File: src/rtl/uart_pkg.sv
// Shared encodings for the UART frame echo: FSM states, echo modes, mode decode.
// Pure declarations: no latency or flow control of its own.
package uart_pkg;

  typedef enum logic [2:0] {
    ST_IDLE,
    ST_RX,
    ST_TX_LOAD,
    ST_TX_WAIT,
    ST_DONE
  } echo_state_e;

  typedef enum logic [1:0] {
    U_IDLE,
    U_START,
    U_DATA,
    U_STOP
  } uart_state_e;

  localparam logic [1:0] MODE_FWD  = 2'd0;
  localparam logic [1:0] MODE_REV  = 2'd1;
  localparam logic [1:0] MODE_CSUM = 2'd2;

  // The unused encoding 3 behaves as a plain forward echo.
  function automatic logic [1:0] norm_mode(input logic [1:0] m);
    return (m == 2'd3) ? MODE_FWD : m;
  endfunction

endpackage

File: src/rtl/frame_buf.sv
// Frame byte store: one synchronous write port, one combinational read port.
// Write lands on the next edge; no backpressure, contents survive reset.
module frame_buf #(
  parameter int NBYTES_MAX = 16,
  parameter int AW         = $clog2(NBYTES_MAX)
) (
  input  logic          iClk,
  input  logic          iWe,
  input  logic [AW-1:0] iWaddr,
  input  logic [7:0]    iWdata,
  input  logic [AW-1:0] iRaddr,
  output logic [7:0]    oRdata
);

  logic [7:0] mem_q [NBYTES_MAX];

  always_ff @(posedge iClk) begin
    if (iWe) mem_q[iWaddr] <= iWdata;
  end

  assign oRdata = mem_q[iRaddr];

endmodule

File: src/rtl/uart_rx.sv
// 8N1 UART receiver: oDone pulses one cycle, mid stop bit, with oByte valid.
// Latency ~9.5 bit times from start edge; no backpressure, bytes are not held.
module uart_rx
  import uart_pkg::*;
#(
  parameter int CLK_FREQ  = 125_000_000,
  parameter int BAUD_RATE = 115_200
) (
  input  logic       iClk,
  input  logic       iRst,
  input  logic       iRx,
  output logic       oDone,
  output logic [7:0] oByte
);

  localparam int CPB = CLK_FREQ / BAUD_RATE;
  localparam int CW  = $clog2(CPB + 1);
  localparam logic [CW-1:0] FULL = CW'(CPB - 1);
  localparam logic [CW-1:0] HALF = CW'(CPB / 2 - 1);

  uart_state_e   st_q, st_d;
  logic [CW-1:0] cnt_q, cnt_d;
  logic [2:0]    bit_q, bit_d;
  logic [7:0]    sh_q, sh_d;
  logic          done_q, done_d;
  logic          s1_q, s2_q;

  always_comb begin
    st_d   = st_q;
    cnt_d  = cnt_q + CW'(1);
    bit_d  = bit_q;
    sh_d   = sh_q;
    done_d = 1'b0;
    case (st_q)
      U_IDLE: begin
        cnt_d = '0;
        bit_d = '0;
        if (!s2_q) st_d = U_START;
      end
      U_START: begin
        // Re-check the line half a bit in to reject glitches.
        if (cnt_q == HALF) begin
          cnt_d = '0;
          st_d  = s2_q ? U_IDLE : U_DATA;
        end
      end
      U_DATA: begin
        if (cnt_q == FULL) begin
          cnt_d = '0;
          sh_d  = {s2_q, sh_q[7:1]};
          bit_d = bit_q + 3'd1;
          if (bit_q == 3'd7) st_d = U_STOP;
        end
      end
      default: begin
        if (cnt_q == FULL) begin
          st_d   = U_IDLE;
          done_d = s2_q;
        end
      end
    endcase
  end

  always_ff @(posedge iClk) begin
    if (iRst) begin
      st_q   <= U_IDLE;
      cnt_q  <= '0;
      bit_q  <= '0;
      sh_q   <= '0;
      done_q <= 1'b0;
      s1_q   <= 1'b1;
      s2_q   <= 1'b1;
    end else begin
      st_q   <= st_d;
      cnt_q  <= cnt_d;
      bit_q  <= bit_d;
      sh_q   <= sh_d;
      done_q <= done_d;
      s1_q   <= iRx;
      s2_q   <= s1_q;
    end
  end

  assign oDone = done_q;
  assign oByte = sh_q;

endmodule

File: src/rtl/uart_tx.sv
// 8N1 UART transmitter: iStart (while idle) launches iByte; oDone pulses after stop.
// Line goes low the edge after iStart; iStart is ignored while oBusy.
module uart_tx
  import uart_pkg::*;
#(
  parameter int CLK_FREQ  = 125_000_000,
  parameter int BAUD_RATE = 115_200
) (
  input  logic       iClk,
  input  logic       iRst,
  input  logic       iStart,
  input  logic [7:0] iByte,
  output logic       oTx,
  output logic       oBusy,
  output logic       oDone
);

  localparam int CPB = CLK_FREQ / BAUD_RATE;
  localparam int CW  = $clog2(CPB + 1);
  localparam logic [CW-1:0] FULL = CW'(CPB - 1);

  uart_state_e   st_q, st_d;
  logic [CW-1:0] cnt_q, cnt_d;
  logic [2:0]    bit_q, bit_d;
  logic [7:0]    sh_q, sh_d;
  logic          tx_q, tx_d;
  logic          done_q, done_d;

  always_comb begin
    st_d   = st_q;
    cnt_d  = cnt_q + CW'(1);
    bit_d  = bit_q;
    sh_d   = sh_q;
    tx_d   = tx_q;
    done_d = 1'b0;
    case (st_q)
      U_IDLE: begin
        cnt_d = '0;
        tx_d  = 1'b1;
        if (iStart) begin
          sh_d = iByte;
          tx_d = 1'b0;
          st_d = U_START;
        end
      end
      U_START: begin
        if (cnt_q == FULL) begin
          cnt_d = '0;
          bit_d = '0;
          tx_d  = sh_q[0];
          sh_d  = {1'b0, sh_q[7:1]};
          st_d  = U_DATA;
        end
      end
      U_DATA: begin
        if (cnt_q == FULL) begin
          cnt_d = '0;
          if (bit_q == 3'd7) begin
            tx_d = 1'b1;
            st_d = U_STOP;
          end else begin
            tx_d  = sh_q[0];
            sh_d  = {1'b0, sh_q[7:1]};
            bit_d = bit_q + 3'd1;
          end
        end
      end
      default: begin
        if (cnt_q == FULL) begin
          st_d   = U_IDLE;
          done_d = 1'b1;
        end
      end
    endcase
  end

  always_ff @(posedge iClk) begin
    if (iRst) begin
      st_q   <= U_IDLE;
      cnt_q  <= '0;
      bit_q  <= '0;
      sh_q   <= '0;
      tx_q   <= 1'b1;
      done_q <= 1'b0;
    end else begin
      st_q   <= st_d;
      cnt_q  <= cnt_d;
      bit_q  <= bit_d;
      sh_q   <= sh_d;
      tx_q   <= tx_d;
      done_q <= done_d;
    end
  end

  assign oTx   = tx_q;
  assign oBusy = (st_q != U_IDLE);
  assign oDone = done_q;

endmodule

File: src/rtl/uart_frame_echo.sv
// Collects a UART frame (terminator, full buffer or idle timeout) and echoes it per mode.
// Bytes arriving while echoing are not buffered: they are discarded and flagged on oDrop.
module uart_frame_echo
  import uart_pkg::*;
#(
  parameter int         NBYTES_MAX    = 16,
  parameter int         CLK_FREQ      = 125_000_000,
  parameter int         BAUD_RATE     = 115_200,
  parameter logic [7:0] TERM_BYTE     = 8'h0D,
  parameter int         TIMEOUT_BYTES = 4
) (
  input  logic                        iClk,
  input  logic                        iRst,
  input  logic                        iRx,
  input  logic [1:0]                  iMode,
  output logic                        oTx,
  output logic                        oBusy,
  output logic [$clog2(NBYTES_MAX):0] oLen,
  output logic                        oDrop
);

  localparam int AW        = $clog2(NBYTES_MAX);
  localparam int CW        = AW + 1;
  localparam int TMO_LIMIT = TIMEOUT_BYTES * 10 * (CLK_FREQ / BAUD_RATE);
  localparam int TW        = $clog2(TMO_LIMIT + 1);
  localparam logic [CW-1:0] NB      = CW'(NBYTES_MAX);
  localparam logic [TW-1:0] TMO_END = TW'(TMO_LIMIT - 1);

  logic       wRxDone, wTxBusy, wTxDone;
  logic [7:0] wRxByte, buf_rdata;

  echo_state_e   st_q, st_d;
  logic [CW-1:0] cnt_q, cnt_d, idx_q, idx_d, len_q, len_d, total;
  logic [TW-1:0] tmo_q, tmo_d;
  logic [7:0]    csum_q, csum_d, tx_byte_q, tx_byte_d;
  logic [1:0]    mode_q, mode_d;
  logic          busy_q, busy_d, tx_start_q, tx_start_d;
  logic          buf_we, close;
  logic [AW-1:0] buf_raddr;

  uart_rx #(.CLK_FREQ(CLK_FREQ), .BAUD_RATE(BAUD_RATE)) u_rx (
    .iClk (iClk), .iRst (iRst), .iRx (iRx), .oDone (wRxDone), .oByte (wRxByte)
  );

  uart_tx #(.CLK_FREQ(CLK_FREQ), .BAUD_RATE(BAUD_RATE)) u_tx (
    .iClk (iClk), .iRst (iRst), .iStart (tx_start_q), .iByte (tx_byte_q),
    .oTx (oTx), .oBusy (wTxBusy), .oDone (wTxDone)
  );

  frame_buf #(.NBYTES_MAX(NBYTES_MAX), .AW(AW)) u_buf (
    .iClk (iClk), .iWe (buf_we), .iWaddr (AW'(cnt_q)), .iWdata (wRxByte),
    .iRaddr (buf_raddr), .oRdata (buf_rdata)
  );

  // The checksum byte, when present, sits logically at index == count.
  assign total     = cnt_q + ((mode_q == MODE_CSUM) ? CW'(1) : CW'(0));
  assign buf_raddr = (mode_q == MODE_REV) ? AW'(cnt_q - idx_q - CW'(1)) : AW'(idx_q);

  always_comb begin
    st_d       = st_q;
    cnt_d      = cnt_q;
    idx_d      = idx_q;
    len_d      = len_q;
    tmo_d      = tmo_q;
    csum_d     = csum_q;
    mode_d     = mode_q;
    busy_d     = busy_q;
    tx_start_d = 1'b0;
    tx_byte_d  = tx_byte_q;
    buf_we     = 1'b0;
    close      = 1'b0;
    case (st_q)
      ST_IDLE: st_d = ST_RX;
      ST_RX: begin
        // A byte landing on the timeout cycle wins over the timeout.
        if (wRxDone) begin
          buf_we = 1'b1;
          cnt_d  = cnt_q + CW'(1);
          csum_d = csum_q ^ wRxByte;
          tmo_d  = '0;
          close  = (wRxByte == TERM_BYTE) || (cnt_d == NB);
        end else if (cnt_q != '0) begin
          if (tmo_q == TMO_END) close = 1'b1;
          else                  tmo_d = tmo_q + TW'(1);
        end
        if (close) begin
          mode_d = norm_mode(iMode);
          len_d  = cnt_d;
          idx_d  = '0;
          tmo_d  = '0;
          busy_d = 1'b1;
          st_d   = ST_TX_LOAD;
        end
      end
      ST_TX_LOAD: begin
        if (!wTxBusy) begin
          tx_start_d = 1'b1;
          tx_byte_d  = (idx_q == cnt_q) ? csum_q : buf_rdata;
          st_d       = ST_TX_WAIT;
        end
      end
      ST_TX_WAIT: begin
        if (wTxDone) begin
          if (idx_q + CW'(1) == total) begin
            busy_d = 1'b0;
            st_d   = ST_DONE;
          end else begin
            idx_d = idx_q + CW'(1);
            st_d  = ST_TX_LOAD;
          end
        end
      end
      default: begin
        cnt_d  = '0;
        idx_d  = '0;
        csum_d = '0;
        tmo_d  = '0;
        st_d   = ST_IDLE;
      end
    endcase
  end

  always_ff @(posedge iClk) begin
    if (iRst) begin
      st_q       <= ST_IDLE;
      cnt_q      <= '0;
      idx_q      <= '0;
      len_q      <= '0;
      tmo_q      <= '0;
      csum_q     <= '0;
      mode_q     <= MODE_FWD;
      busy_q     <= 1'b0;
      tx_start_q <= 1'b0;
      tx_byte_q  <= '0;
    end else begin
      st_q       <= st_d;
      cnt_q      <= cnt_d;
      idx_q      <= idx_d;
      len_q      <= len_d;
      tmo_q      <= tmo_d;
      csum_q     <= csum_d;
      mode_q     <= mode_d;
      busy_q     <= busy_d;
      tx_start_q <= tx_start_d;
      tx_byte_q  <= tx_byte_d;
    end
  end

  assign oBusy = busy_q;
  assign oLen  = len_q;
  assign oDrop = wRxDone && (st_q != ST_RX);

endmodule

File: config.mk
export PLATFORM = sky130hd
export DESIGN_NAME = uart_frame_echo
export DESIGN_NICKNAME = d
export VERILOG_FILES = /design/src/rtl/uart_pkg.sv /design/src/rtl/frame_buf.sv /design/src/rtl/uart_rx.sv /design/src/rtl/uart_tx.sv /design/src/rtl/uart_frame_echo.sv
export SDC_FILE = /design/constraint.sdc
export NUM_CORES = 1
export LEC_CHECK = 0
export ABC_AREA = 1
export BUFFER_PORTS_ARGS = -buffer_cell sky130_fd_sc_hd__buf_2
export CORE_ASPECT_RATIO = 1.1
export CORE_MARGIN = 2
export CORE_UTILIZATION = 60
export DETAILED_ROUTE_END_ITERATION = 16
export PLACE_DENSITY_LB_ADDON = 0.1
export SETUP_SLACK_MARGIN = 0.5
export SLEW_MARGIN = 20
export SYNTH_ARGS = -nofsm -noshare
export SYNTH_HDL_FRONTEND = slang
export SYNTH_SLANG_ARGS = --single-unit
File: constraint.sdc
create_clock -name iClk -period 5 [get_ports iClk]
set_input_delay 0.75 -clock iClk [delete_from_list [all_inputs] [get_ports iClk]]
set_output_delay 0.75 -clock iClk [all_outputs]
set_load 0.02 [all_outputs]
After elaboration in Yosys (flattened, before gate mapping)
Memories as Yosys holds them, arrays and structs flattened.
Index checks and enable logic that the tools add are counted.
{"block": "op_classes", "n_addsub": 10, "eq_ne": 38, "n_mux": 70, "bitwise_logic": 6, "n_reduce_logical": 33}
{"cell": "$mux 16", "count": 4}
{"cell": "$mux 8", "count": 6}
{"cell": "$mux 11", "count": 3}
{"cell": "$pmux 11 s3", "count": 1}
{"cell": "$pmux 16 s2", "count": 1}
{"cell": "$mux 2", "count": 12}
{"cell": "$mux 3", "count": 8}
{"cell": "$pmux 8 s3", "count": 1}
{"cell": "$add 11x1->11 const B", "count": 2}
{"cell": "$eq 11x11->1 const B", "count": 2}
{"cell": "$pmux 11 s2", "count": 1}
{"cell": "$mux 5", "count": 4}
{"cell": "$mux 1", "count": 18}
{"cell": "$add 16x1->16 const B", "count": 1}
{"cell": "$eq 16x16->1 const B", "count": 1}
{"cell": "$ne 2x1->1 const B", "count": 8}
{"cell": "$pmux 8 s2", "count": 1}
{"cell": "$pmux 5 s3", "count": 1}
{"cell": "$reduce_and 5->1", "count": 3}
{"cell": "$ne 2x2->1 const B", "count": 7}
{"cell": "$pmux 2 s3", "count": 2}
{"cell": "$pmux 3 s2", "count": 2}
{"cell": "$pmux 3 s4", "count": 1}
{"cell": "$reduce_and 4->1", "count": 3}
{"cell": "other kinds (35)", "count": 64}
{"block": "totals", "register_bits": 107, "ramBits": 128, "in_bits": 5, "out_inout_bits": 8, "word_cells": 181, "mem_count": 1}
{"memory": "u_buf.mem_q", "words": 16, "word_bits": 8, "rd": 1, "rd_clocked_by_memory_dff": 0, "write_ports": 1, "line_no": "frame_buf.sv:15", "source": "logic [7:0] mem_q [NBYTES_MAX];"}

Longest topological paths before layout
{"block": "logic_depth", "depth_word": 7, "depth_mapped": 15, "depth_no_buf": 15}

Hierarchy
A second synthesis with hierarchy kept.
{"block": "hier_totals", "cells_unflattened": 1389, "area_unflattened_um2": 11713.7}
{"mod": "frame_buf", "n_inst": 1, "cells_each": 543, "area_each_um2": 5606.6, "seq_area_each_um2": 3843.7}
{"mod": "uart_frame_echo", "n_inst": 1, "cells_each": 466, "area_each_um2": 3258.1, "seq_area_each_um2": 1081.0}
{"mod": "uart_tx", "n_inst": 1, "cells_each": 203, "area_each_um2": 1491.4, "seq_area_each_um2": 520.5}
{"mod": "uart_rx", "n_inst": 1, "cells_each": 177, "area_each_um2": 1357.6, "seq_area_each_um2": 540.5}

Worst setup path before layout
No wires, ideal clock.
{"block": "synth_path", "path_type": "register to register", "from": "register idx_q[0]", "to": "register tx_byte_q[6]", "setup_time_ps": 131, "arrival_time_ps": 2067, "t_required_ps": 4869, "setup_slack_ps": 2802, "path_stages_with_launch": 13, "n_path_buf": 2, "path_cell_list": "dfxtp_1 -> buf_2 -> inv_1 -> ha_1 -> fa_1 -> xor2_1 -> o21ai_4 -> buf_2 -> nand3_1 -> nand3_1 -> nand3_1 -> nand2_1 -> a21oi_2"}
{"block": "synth_via", "elab_chain_cells": 5}
{"element": "start, declared", "line_no": "uart_frame_echo.sv:33", "source": "logic [CW-1:0] cnt_q, cnt_d, idx_q, idx_d, len_q, len_d, total;"}
{"element": "start signal, assigned", "line_no": "uart_frame_echo.sv:138", "source": "idx_q <= idx_d;"}
{"element": "$sub 4x4->4", "line_no": "uart_frame_echo.sv:57", "source": "assign buf_raddr = (mode_q == MODE_REV) ? AW'(cnt_q - idx_q - CW'(1)) : AW'(idx_q);"}
{"element": "$sub 4x1->4", "line_no": "uart_frame_echo.sv:57"}
{"element": "$mux 4", "line_no": "uart_frame_echo.sv:57"}
{"element": "$mem_v2 16x8"}
{"element": "$mux 8 *", "line_no": "uart_frame_echo.sv:98", "source": "tx_byte_d = (idx_q == cnt_q) ? csum_q : buf_rdata;"}
{"element": "end signal, assigned", "line_no": "uart_frame_echo.sv:145", "source": "tx_byte_q <= tx_byte_d;"}
{"element": "end, declared", "line_no": "uart_frame_echo.sv:35", "source": "logic [7:0] csum_q, csum_d, tx_byte_q, tx_byte_d;"}
Every way passes the cells marked *; elsewhere a longest branch is shown, timed or not.
A chain may end at the register's enable or synchronous reset.

Final worst setup path
{"block": "layout_path", "from": "register idx_q[0]", "to": "register tx_byte_q[2]"}
Same word-level chain as after synthesis.

==> run_results.csv <==
group,metric,value,unit
pwr,p_leak,0.005099,uW
run_status,status,"complete, no violations",
routing,wl_per_cell,16.19,um
setup_path,slowest_delay,0.57,ns
routing,wirelength,25660,um
global_routing,grt_overflow,0,
cts,cts_buffers,24,
synthesis,ys_top_cells_by_area,"edfxtp_1, dfxtp_1, nand2_1, nand3_1, inv_1",
timing,min_period,3.065,ns
timing,tns,0,ns
floorplanning,core-area,18480,um^2
synthesis,synth-edff-count,128,
timing,rsz0062_at_grt,"false",
timing,setup_slack,1.935,ns
timing,finalHoldWorstSlack,0.4111,ns
synthesis,ys.warnings.count,0,
synthesis,syn-num-nets,1353,
finish,drive_gt1_frac,0.08271,
global_routing,track_usage,0.2602,
finish,utilization,0.6688,
hold_path,holdCritStartpoint,"iRx",
placed_design,gp_congestion,0.8942,
finish,stdcell_count,1585,
synthesis,yosys.area.top_type,"edfxtp_1",
floorplanning,die_w,135.3,um
synthesis,syn_area,11370,um^2
job,maxCapViolCount,0,
setup_path,r2r-start,"idx_q[0]",
cts,clock_latency,0.52,ns
routing,drcViolationCount,0,
global_routing,antenna_found_initial,0,
cts,cts.sinks,235,
timing,min_period_over_period,0.6130,
routing,antenna_left,0,
cts,htreeDepth,1,
setup_path,crit_required,5.44,ns
floorplanning,die_h,148.4,um
floorplanning,std_cell_rows,52,
synthesis,ys_ff_latch,235,
timing,fmaxAchievable,0.3263,GHz
timing,setup_viol,0,
cts,cts_tree,"done",
synthesis,synth_most_common_cell,"nand2_1",
placed_design,pre_cts_ws,1.957,ns
global_routing,grt_max_degree,65,
cts,post_cts_buffers,0,
setup_path,cp_slowest_cell,"nand2_2",
pwr,p_per_area,349.3,nW/um^2
setup_path,worstSetupPathType,"reg2reg",
floorplanning,io_pins,13,
hold_path,hp-class,"in2reg",
setup_path,crit_top_cell,"nand3_1",
setup_path,endpoint_kind,"flip-flop",
routing,vias,8644,
cts,cts_buffer_depth,3,
timing,hold_violations,0,
timing,worstMarginPinSlew,1.045,ns
finish,insertedDiodeCount,0,
synthesis,synth.distinct_cells,45,
routing,viasPerCell,5.454,
floorplanning,dieArea,20070,um^2
setup_path,cp_max_fo,32,
placed_design,io_buffers,12,
synthesis,synth_common_cells,"nand2_1, inv_1, nand3_1, edfxtp_1, dfxtp_1",
routing,initialDrtViolationCount,841,
floorplanning,initial_utilization,0.6155,
finish,syn_to_final_growth,8.670,%
synthesis,ys_seq_area_frac,0.5264,
setup_path,path_cells,"inv_1, ha_1, fa_1, nand2_1, nand2_2, nand3_1, nand3_1, nand3_1, nand3_1, nand2_1, a21oi_1",
finish,nNetsFinal,1355,
timing,slew_viol_final,0,
cts,path_clk_slew,0.06,ns
setup_path,arrival,3.50,ns
timing,slew_headroom,0.3005,
placed_design,place.detailed.hpwl,16750,um
cts,ctsResizeCount,0,
global_routing,grt_pass1_wl,41470,um
synthesis,syn_avg_cell_area,8.596,um^2
timing,finalClockSkew,0.01050,ns
setup_path,crit_start,"idx_q[0]",
cts,hold_buffers,0,
synthesis,syn_inst,1323,
global_routing,grt_pass1_vias,8287,
placed_design,place_inst,1542,
cts,cts_root_buffer,"clkbuf_16",
routing,first_pass_iters,5,
pwr,ir_drop,0.3171,mV
synthesis,synth-main-ff-cell,"edfxtp_1",
synthesis,yosysTopAreaCellShare,0.3380,
synthesis,async_flop_share,0,
setup_path,start_kind,"flip-flop",
[layout by cell type (no fill, tap or decap), types with 5 or more instances in the layout]
cell type and count:
inv_1 207, clkbuf_16 25, inv_2 11, ha_1 24, nand3_2 6, buf_4 6, buf_2 12, edfxtp_1 128
o21ai_0 38, nand2_2 6, nand3b_1 26, nand2_1 249, dfxtp_1 107, nor3_1 36, a21oi_1 75, xnor2_1 9
nor3_2 5, clkbuf_1 5, nand3_1 167, nor2_1 105, nand4_1 12, xor2_1 18
[registers in the layout, summed over array words and instances (netlist names)]
name and flops:
st_q 3, mode_q 2, u_rx.oByte 8, u_buf.mem_q 128, oBusy 1, u_tx.bit_q 3
oLen 5, csum_q 8, u_rx.s1_q 1, u_rx.bit_q 3, idx_q 5, tmo_q 16
u_rx.s2_q 1, u_tx.sh_q 8, u_rx.oDone 1, tx_start_q 1, cnt_q 5, u_rx.cnt_q 11
u_tx.oDone 1, tx_byte_q 8, u_tx.cnt_q 11, u_tx.st_q 2, u_tx.oTx 1, u_rx.st_q 2
[kinds of logic (layout without fill, tap and decap cells)]
| logic type | count (synthesis) | after routing | share of synthesized area |
|---|---|---|---|
| and+or+nand+nor | 635 | 635 | 0.2631 |
| AOI/OAI and AO/OA | 139 | 139 | 0.06932 |
| adders and majority gates | 25 | 25 | 0.02817 |
| buffers and inverters | 262 | 281 | 0.09231 |
| xor gates and xnor gates | 27 | 27 | 0.02079 |
| DFF | 235 | 235 | 0.5264 |
[path summary, 6_finish.rpt]
kind,endpoint,slack [ns],cells after the start
worst min register to register,u_rx.s2_q,0.42,1
worst max-delay path,tx_byte_q[2],1.93,11
worst min-delay path,u_rx.s1_q,0.41,2
worst max register to register,tx_byte_q[2],1.93,11
[power by group]
group / total (uW) / internal (uW) / switching [uW]
combinational: 417 / 114 / 302
clock: 1810 / 1080 / 730
sequential: 2090 / 2060 / 26.3
[layer usage]
| layer | vias up | GRT usage | routed length, um |
|---|---|---|---|
| li1 | 4331 | - | - |
| met1 | 4027 | 0.3367 | 11050 |
| met2 | 239 | 0.4566 | 12540 |
| met3 | 47 | 0.03511 | 1429 |
| met4 | 0 | 0.07813 | 637 |
| met5 | - | 0 | 0 |
[worst max-delay path, delay by kind of cell, from the launching register on]
family	cells	cell delay, ns
AND/OR/NAND/NOR	7	1.38
adder cells (fa/ha/maj)	2	0.78
flip-flops	1	0.55
AO/OA/AOI/OAI	1	0.13
buffers and inverters	1	0.11
[per-stage QoR]
| step | area, um^2 | total power [uW] |
|---|---|---|
| floorplan | 11370 | 2461 |
| global placement | 11560 | 2539 |
| detailed placement | 11560 | 2546 |
| CTS | 12360 | 4334 |
| global route | 12360 | 4473 |
| finish | 12360 | 4317 |
[layout make-up]
type | count | area, um^2
clock buffer | 36 | 709.4
clock inverter | 7 | 86.33
fill | 1515 | 6120
inverter | 220 | 830.8
multi-input combinational | 826 | 4337
sequential | 235 | 5986
tap | 243 | 304.0
timing repair buffer | 18 | 105.1
No activity file was read; power rests on OpenSTA's default activity.
